## config.mk

```make
export PLATFORM = sky130hd
export DESIGN_NAME = uart_tx_fifo
export DESIGN_NICKNAME = d
export VERILOG_FILES = /design/src/rtl/uart_tx_fifo.sv
export SDC_FILE = /design/constraint.sdc
export NUM_CORES = 1
export LEC_CHECK = 0
export ABC_AREA = 1
export CAP_MARGIN = 40
export CELL_PAD_IN_SITES_DETAIL_PLACEMENT = 2
export CELL_PAD_IN_SITES_GLOBAL_PLACEMENT = 2
export CORE_MARGIN = 4
export CORE_UTILIZATION = 41
export CTS_CLUSTER_DIAMETER = 120
export DETAILED_ROUTE_END_ITERATION = 12
export GPL_TIMING_DRIVEN = 0
export PLACE_DENSITY = 0.87
export SLEW_MARGIN = 20
export SYNTH_ARGS = -nofsm -noshare
export SYNTH_HDL_FRONTEND = slang
export SYNTH_SLANG_ARGS = --single-unit
```

## constraint.sdc

```tcl
create_clock -name clk -period 3.2 [get_ports clk]
set_clock_uncertainty 0.2 [all_clocks]
set_input_delay 0.48 -clock clk [delete_from_list [all_inputs] [get_ports clk]]
set_output_delay 0.48 -clock clk [all_outputs]
set_load 0.1 [all_outputs]
```

## src/rtl/uart_tx_fifo.sv

```systemverilog
// uart_tx_fifo: UART serialiser fed by a word FIFO through a valid/ready handshake.
// Latency: a word pushed into an empty FIFO at edge E drives the start bit from E+1; frames drain back-to-back.
// Backpressure: in_ready = !fifo_full, registered-state only (a same-cycle pop does not open a slot).
// Ports: clk/rst (sync, active-high); in_data/in_valid/in_ready push side;
//        tx serial line (registered, idles high); busy = serialiser active;
//        fifo_count/fifo_empty/fifo_full report FIFO occupancy.
module uart_tx_fifo #(
  parameter int CLK_FREQ   = 100000000,
  parameter int BAUD       = 115200,
  parameter int DATA_BITS  = 8,
  parameter int PARITY     = 0,
  parameter int STOP_BITS  = 1,
  parameter int FIFO_DEPTH = 16
) (
  input  logic                          clk,
  input  logic                          rst,
  input  logic [DATA_BITS-1:0]          in_data,
  input  logic                          in_valid,
  output logic                          in_ready,
  output logic                          tx,
  output logic                          busy,
  output logic [$clog2(FIFO_DEPTH):0]   fifo_count,
  output logic                          fifo_empty,
  output logic                          fifo_full
);

  localparam int CPB = CLK_FREQ / BAUD;
  localparam int BCW = (CPB > 2) ? $clog2(CPB) : 1;
  localparam int AW  = $clog2(FIFO_DEPTH);
  localparam int CW  = AW + 1;

  localparam logic [BCW-1:0] BAUD_LAST = BCW'(CPB - 1);
  localparam logic [3:0]     DATA_LAST = 4'(DATA_BITS - 1);
  localparam logic [3:0]     STOP_LAST = 4'(STOP_BITS - 1);
  localparam logic           ODD_PAR   = (PARITY == 1);

  // ---------------- FIFO ----------------
  logic [DATA_BITS-1:0] mem [FIFO_DEPTH];
  logic [AW-1:0]        wr_ptr, rd_ptr;
  logic [CW-1:0]        count;
  logic                 push, pop;

  assign fifo_empty = (count == '0);
  assign fifo_full  = (count == CW'(FIFO_DEPTH));
  assign in_ready   = !fifo_full;
  assign fifo_count = count;
  assign push       = in_valid && in_ready;

  always_ff @(posedge clk) begin
    if (push) mem[wr_ptr] <= in_data;
  end

  // Pointers are exactly AW bits wide, so increments wrap modulo FIFO_DEPTH.
  always_ff @(posedge clk) begin
    if (rst) begin
      wr_ptr <= '0;
      rd_ptr <= '0;
      count  <= '0;
    end else begin
      if (push) wr_ptr <= wr_ptr + 1'b1;
      if (pop)  rd_ptr <= rd_ptr + 1'b1;
      case ({push, pop})
        2'b10:   count <= count + 1'b1;
        2'b01:   count <= count - 1'b1;
        default: count <= count;
      endcase
    end
  end

  // ---------------- Serialiser ----------------
  typedef enum logic [2:0] {S_IDLE, S_START, S_DATA, S_PARITY, S_STOP} state_t;

  state_t               state, state_nxt;
  logic [BCW-1:0]       baud_cnt, baud_nxt;
  logic [3:0]           bit_cnt, bit_nxt;
  logic [DATA_BITS-1:0] shreg, sh_nxt;
  logic                 par_bit, par_nxt;
  logic                 tx_r, tx_nxt;
  logic                 bit_end;

  assign bit_end = (baud_cnt == BAUD_LAST);
  assign busy    = (state != S_IDLE);
  assign tx      = tx_r;

  always_ff @(posedge clk) begin
    if (rst) begin
      state    <= S_IDLE;
      baud_cnt <= '0;
      bit_cnt  <= '0;
      shreg    <= '0;
      par_bit  <= 1'b0;
      tx_r     <= 1'b1;
    end else begin
      state    <= state_nxt;
      baud_cnt <= baud_nxt;
      bit_cnt  <= bit_nxt;
      shreg    <= sh_nxt;
      par_bit  <= par_nxt;
      tx_r     <= tx_nxt;
    end
  end

  // tx is registered, so each branch chooses the level of the bit that
  // begins at this edge rather than the bit currently on the line.
  always_comb begin
    state_nxt = state;
    baud_nxt  = (state == S_IDLE || bit_end) ? '0 : baud_cnt + 1'b1;
    bit_nxt   = bit_cnt;
    sh_nxt    = shreg;
    par_nxt   = par_bit;
    tx_nxt    = tx_r;
    pop       = 1'b0;

    case (state)
      S_IDLE: begin
        tx_nxt = 1'b1;
        if (!fifo_empty) begin
          pop       = 1'b1;
          sh_nxt    = mem[rd_ptr];
          par_nxt   = (^mem[rd_ptr]) ^ ODD_PAR;
          state_nxt = S_START;
          tx_nxt    = 1'b0;
        end
      end
      S_START: begin
        if (bit_end) begin
          state_nxt = S_DATA;
          bit_nxt   = '0;
          tx_nxt    = shreg[0];
        end
      end
      S_DATA: begin
        if (bit_end) begin
          if (bit_cnt == DATA_LAST) begin
            bit_nxt = '0;
            if (PARITY != 0) begin
              state_nxt = S_PARITY;
              tx_nxt    = par_bit;
            end else begin
              state_nxt = S_STOP;
              tx_nxt    = 1'b1;
            end
          end else begin
            bit_nxt = bit_cnt + 1'b1;
            sh_nxt  = shreg >> 1;
            tx_nxt  = shreg[1];
          end
        end
      end
      S_PARITY: begin
        if (bit_end) begin
          state_nxt = S_STOP;
          bit_nxt   = '0;
          tx_nxt    = 1'b1;
        end
      end
      S_STOP: begin
        if (bit_end) begin
          if (bit_cnt == STOP_LAST) begin
            bit_nxt = '0;
            // Chain straight into the next start bit when more data waits.
            if (!fifo_empty) begin
              pop       = 1'b1;
              sh_nxt    = mem[rd_ptr];
              par_nxt   = (^mem[rd_ptr]) ^ ODD_PAR;
              state_nxt = S_START;
              tx_nxt    = 1'b0;
            end else begin
              state_nxt = S_IDLE;
              tx_nxt    = 1'b1;
            end
          end else begin
            bit_nxt = bit_cnt + 1'b1;
          end
        end
      end
      default: begin
        state_nxt = S_IDLE;
        tx_nxt    = 1'b1;
      end
    endcase
  end

endmodule

```

==> results_dict.tcl <==
set metrics [dict create \
    area_growth_pct 18.3 \
    synth-seq-cells 171 \
    setup_violations 0 \
    ys_seq_area_share_pct 65.4 \
    clkTransAtPathRegs_ns 0.07 \
    clock.fmax_mhz 353 \
    hold_depth 1 \
    dp_hpwl_um 17000 \
    drt_iter0_drc 464 \
    hp-class "reg2reg" \
    async_reset_ff_share_pct 0 \
    peakVddDrop_mv 0.840 \
    die_w_um 140 \
    drc_errors 0 \
    die_h_um 140 \
    crit_buf_inv 3 \
    r2r-end "fifo_count[4]" \
    grtUsageTotal_pct 25.5 \
    yosys_most_used_dff "edfxtp_1" \
    cts_tree "yes" \
    cp.required_ns 3.29 \
    dp_slack_ns 0.0701 \
    worstSetupEndpoint "fifo_count[4]" \
    postSynthCellCount 668 \
    final-max-slew-violation-count 0 \
    syn-num-nets 689 \
    clk-insertion-delay-late_ns 0.44 \
    max_slew_margin_pct 47.0 \
    critPathMostFrequentCell "nand2_1" \
    final.fill_count 1690 \
    critPathTopFamily "simple AND/OR/NAND/NOR gates" \
    finalCriticalPeriod_ns 2.83 \
    path_cells "ha_1, nand2_1, nor2_1, nand3_1, nand2_1, nand2_2, inv_2, ha_4, xnor2_1, inv_1, ha_1, inv_1, nand2_1, nand2_1, nand2_1, nand2_1, nand2_1, nand2_1, a21oi_1" \
    io_buffers 19 \
    fp-row-count 48 \
    r2r_slack_ns 0.37 \
    gr-total-overflow 0 \
    netlist-cell-type-count 38 \
    finalHoldViolations 0 \
    syn_area_um2 7190 \
    cts_sinks 171 \
    start_util_pct 41.7 \
    yosysWarningCount 0 \
    cp-end-kind "flop" \
    grt_use_met3_pct 4.64 \
    final_common_cell "edfxtp_1" \
    avgSynthCellArea_um2 10.8 \
    outcome "completed" \
    post_drt_wl_per_cell_um 25.5 \
    rsz0062_at_grt "false" \
    grt_max_degree 17 \
    grt_pass1_vias 6291 \
    crit_slowest_cell "dfxtp_1" \
    most-common-layout-cells "edfxtp_1, nor2_1, o21ai_0" \
    vias_per_cell 5.73 \
    wirelength_um 24700 \
    cts_made_buffers 17 \
    drive_gt1_share_pct 12.6 \
    nets 753 \
    critical_path.max_stage_delay_ns 0.36 \
    antenna_cells 0 \
    path_depth 19 \
    grt_util_met2_pct 45.4 \
    antenna_found_initial 0 \
    p_per_area_nw_per_um2 889 \
    grt_pass1_wl_um 37700 \
    cts_setup_buffers 0 \
    clock_tree.buffer_depth 2 \
    cts-root-buf "clkbuf_16" \
    setup_tns_ns 0 \
    cts_max_level 4 \
    maxCapViolations 0 \
    finalCritPeriodShare_pct 88.4 \
    grt-busiest-layer "met2" \
    synth_edf_count 128 \
    r2r-start "baud_cnt[0]" \
    firstDrtPassIters 5 \
    crit_fanout 6 \
    ff2ff_path_depth 19 \
    worstPathArrival_ns 2.92 \
    cts_hold_buf 0 \
    grt_use_met1_pct 30.2 \
    path_class "reg2reg" \
    final_antenna_net_count 0 \
    ioPinCount 21 \
    layout_setup_ws_ns 0.371 \
    worst_slew_pin_slew_ns 0.795 \
    cellLeakagePower_uw 0.00303 \
    place_congestion 0.851 \
    via_count 5561 \
    core-area_um2 17200 \
    die_area_um2 19700 \
    crit_start "baud_cnt[0]" \
    startpoint_type "flop" \
]
## area by class of cell
| type | count | area [um2] | area share [%] |
|---|---|---|---|
| Sequential cell | 171 | 4710 | 55.3 |
| Multi-Input combinational cell | 414 | 2180 | 25.7 |
| Timing Repair Buffer | 46 | 468 | 5.50 |
| Clock buffer | 18 | 429 | 5.04 |
| Tap cell | 225 | 282 | 3.31 |
| Inverter | 54 | 203 | 2.38 |
| Buffer | 28 | 120 | 1.41 |
| Clock inverter | 14 | 114 | 1.34 |
## power breakdown
part	internal, uW	total [uW]	switching (uW)
logic	893	2960	2070
registers	2530	2680	141
clock network	1010	1930	921
## repair_timing
item	4_1_cts	5_1_grt
endpoints found under the hold margin	0	0
endpoints found under the setup margin	0	2
resized for setup	0	3
## how the worst min path moves through the flow
| stage | start | endpoint | slack, ns |
|---|---|---|---|
| 2_1_floorplan | baud_cnt[0] | baud_cnt[0] | 0.22 |
| 3_3_place_gp | baud_cnt[0] | baud_cnt[0] | 0.23 |
| 3_5_place_dp | rd_ptr[2] | rd_ptr[2] | 0.27 |
| 4_1_cts | shreg[5] | shreg[5] | 0.28 |
| 5_1_grt | shreg[5] | shreg[5] | 0.29 |
| 6_report | baud_cnt[0] | baud_cnt[0] | 0.27 |
## cell families after synthesis
logic type                 after synthesis  share of synthesized area [%]
xor gates and xnor gates                 8                          0.974
DFF                                    171                           65.4
buffers and inverters                   83                           4.54
adders and majority gates               10                           1.74
and+or+nand+nor                        238                           14.4
AOI/OAI and AO/OA                      158                           13.0
## routing by layer
layer | vias up | wire length (um)
li1 | 2496 | -
met1 | 2827 | 9800
met5 | - | 0
met4 | 0 | 807
met3 | 56 | 1140
met2 | 182 | 13000
## synthesized netlist by cell type (4+ instances only)
| master | n | area (um2) |
|---|---|---|
| nor2_2 | 7 | 43.8 |
| nor3_1 | 5 | 25.0 |
| nor2_1 | 127 | 477 |
| o211ai_1 | 14 | 105 |
| o21ai_0 | 76 | 380 |
| ha_1 | 10 | 125 |
| nand4_1 | 5 | 31.3 |
| nand3_1 | 20 | 100 |
| nand2_1 | 61 | 229 |
| clkbuf_1 | 21 | 78.8 |
| o22ai_1 | 13 | 81.3 |
| buf_2 | 4 | 20.0 |
| inv_1 | 44 | 165 |
| o221ai_1 | 19 | 166 |
| edfxtp_1 | 128 | 3840 |
| a21oi_1 | 26 | 130 |
| xor2_1 | 5 | 43.8 |
| inv_2 | 10 | 37.5 |
| dfxtp_1 | 43 | 861 |
## metrics by stage
step / cells / power [uW] / cell area (um2) / hold slack (ns) / util, %
detailed placement: 930 / 5610 / 7890 / 0.265 / 45.8
global placement: 912 / 5210 / 7680 / 0.228 / 44.5
CTS: 962 / 7550 / 8430 / 0.278 / 48.9
finish: 970 / 7560 / 8510 / 0.266 / 49.4
floorplan: 668 / 4490 / 7200 / 0.218 / -
global route: 970 / 7980 / 8510 / 0.286 / 49.4
## worst reg2reg max path, cell delays in order, from the launching register on
cell and delay (ns):
dfxtp_1 0.36, ha_1 0.19, nand2_1 0.11, nor2_1 0.17, nand3_1 0.15, nand2_1 0.12
nand2_2 0.11, inv_2 0.17, ha_4 0.20, xnor2_1 0.15, inv_1 0.08, ha_1 0.17
inv_1 0.05, nand2_1 0.09, nand2_1 0.10, nand2_1 0.06, nand2_1 0.06, nand2_1 0.05
nand2_1 0.05, a21oi_1 0.06
## state kept, by name, summed over array words and instances, names as in the netlist, named ones only
name / cells
baud_cnt: 10
bit_cnt: 4
fifo_count: 5
mem: 128
rd_ptr: 4
shreg: 8
state: 3
tx: 1
wr_ptr: 4
Note: power is estimated with default switching activity, not from simulation.
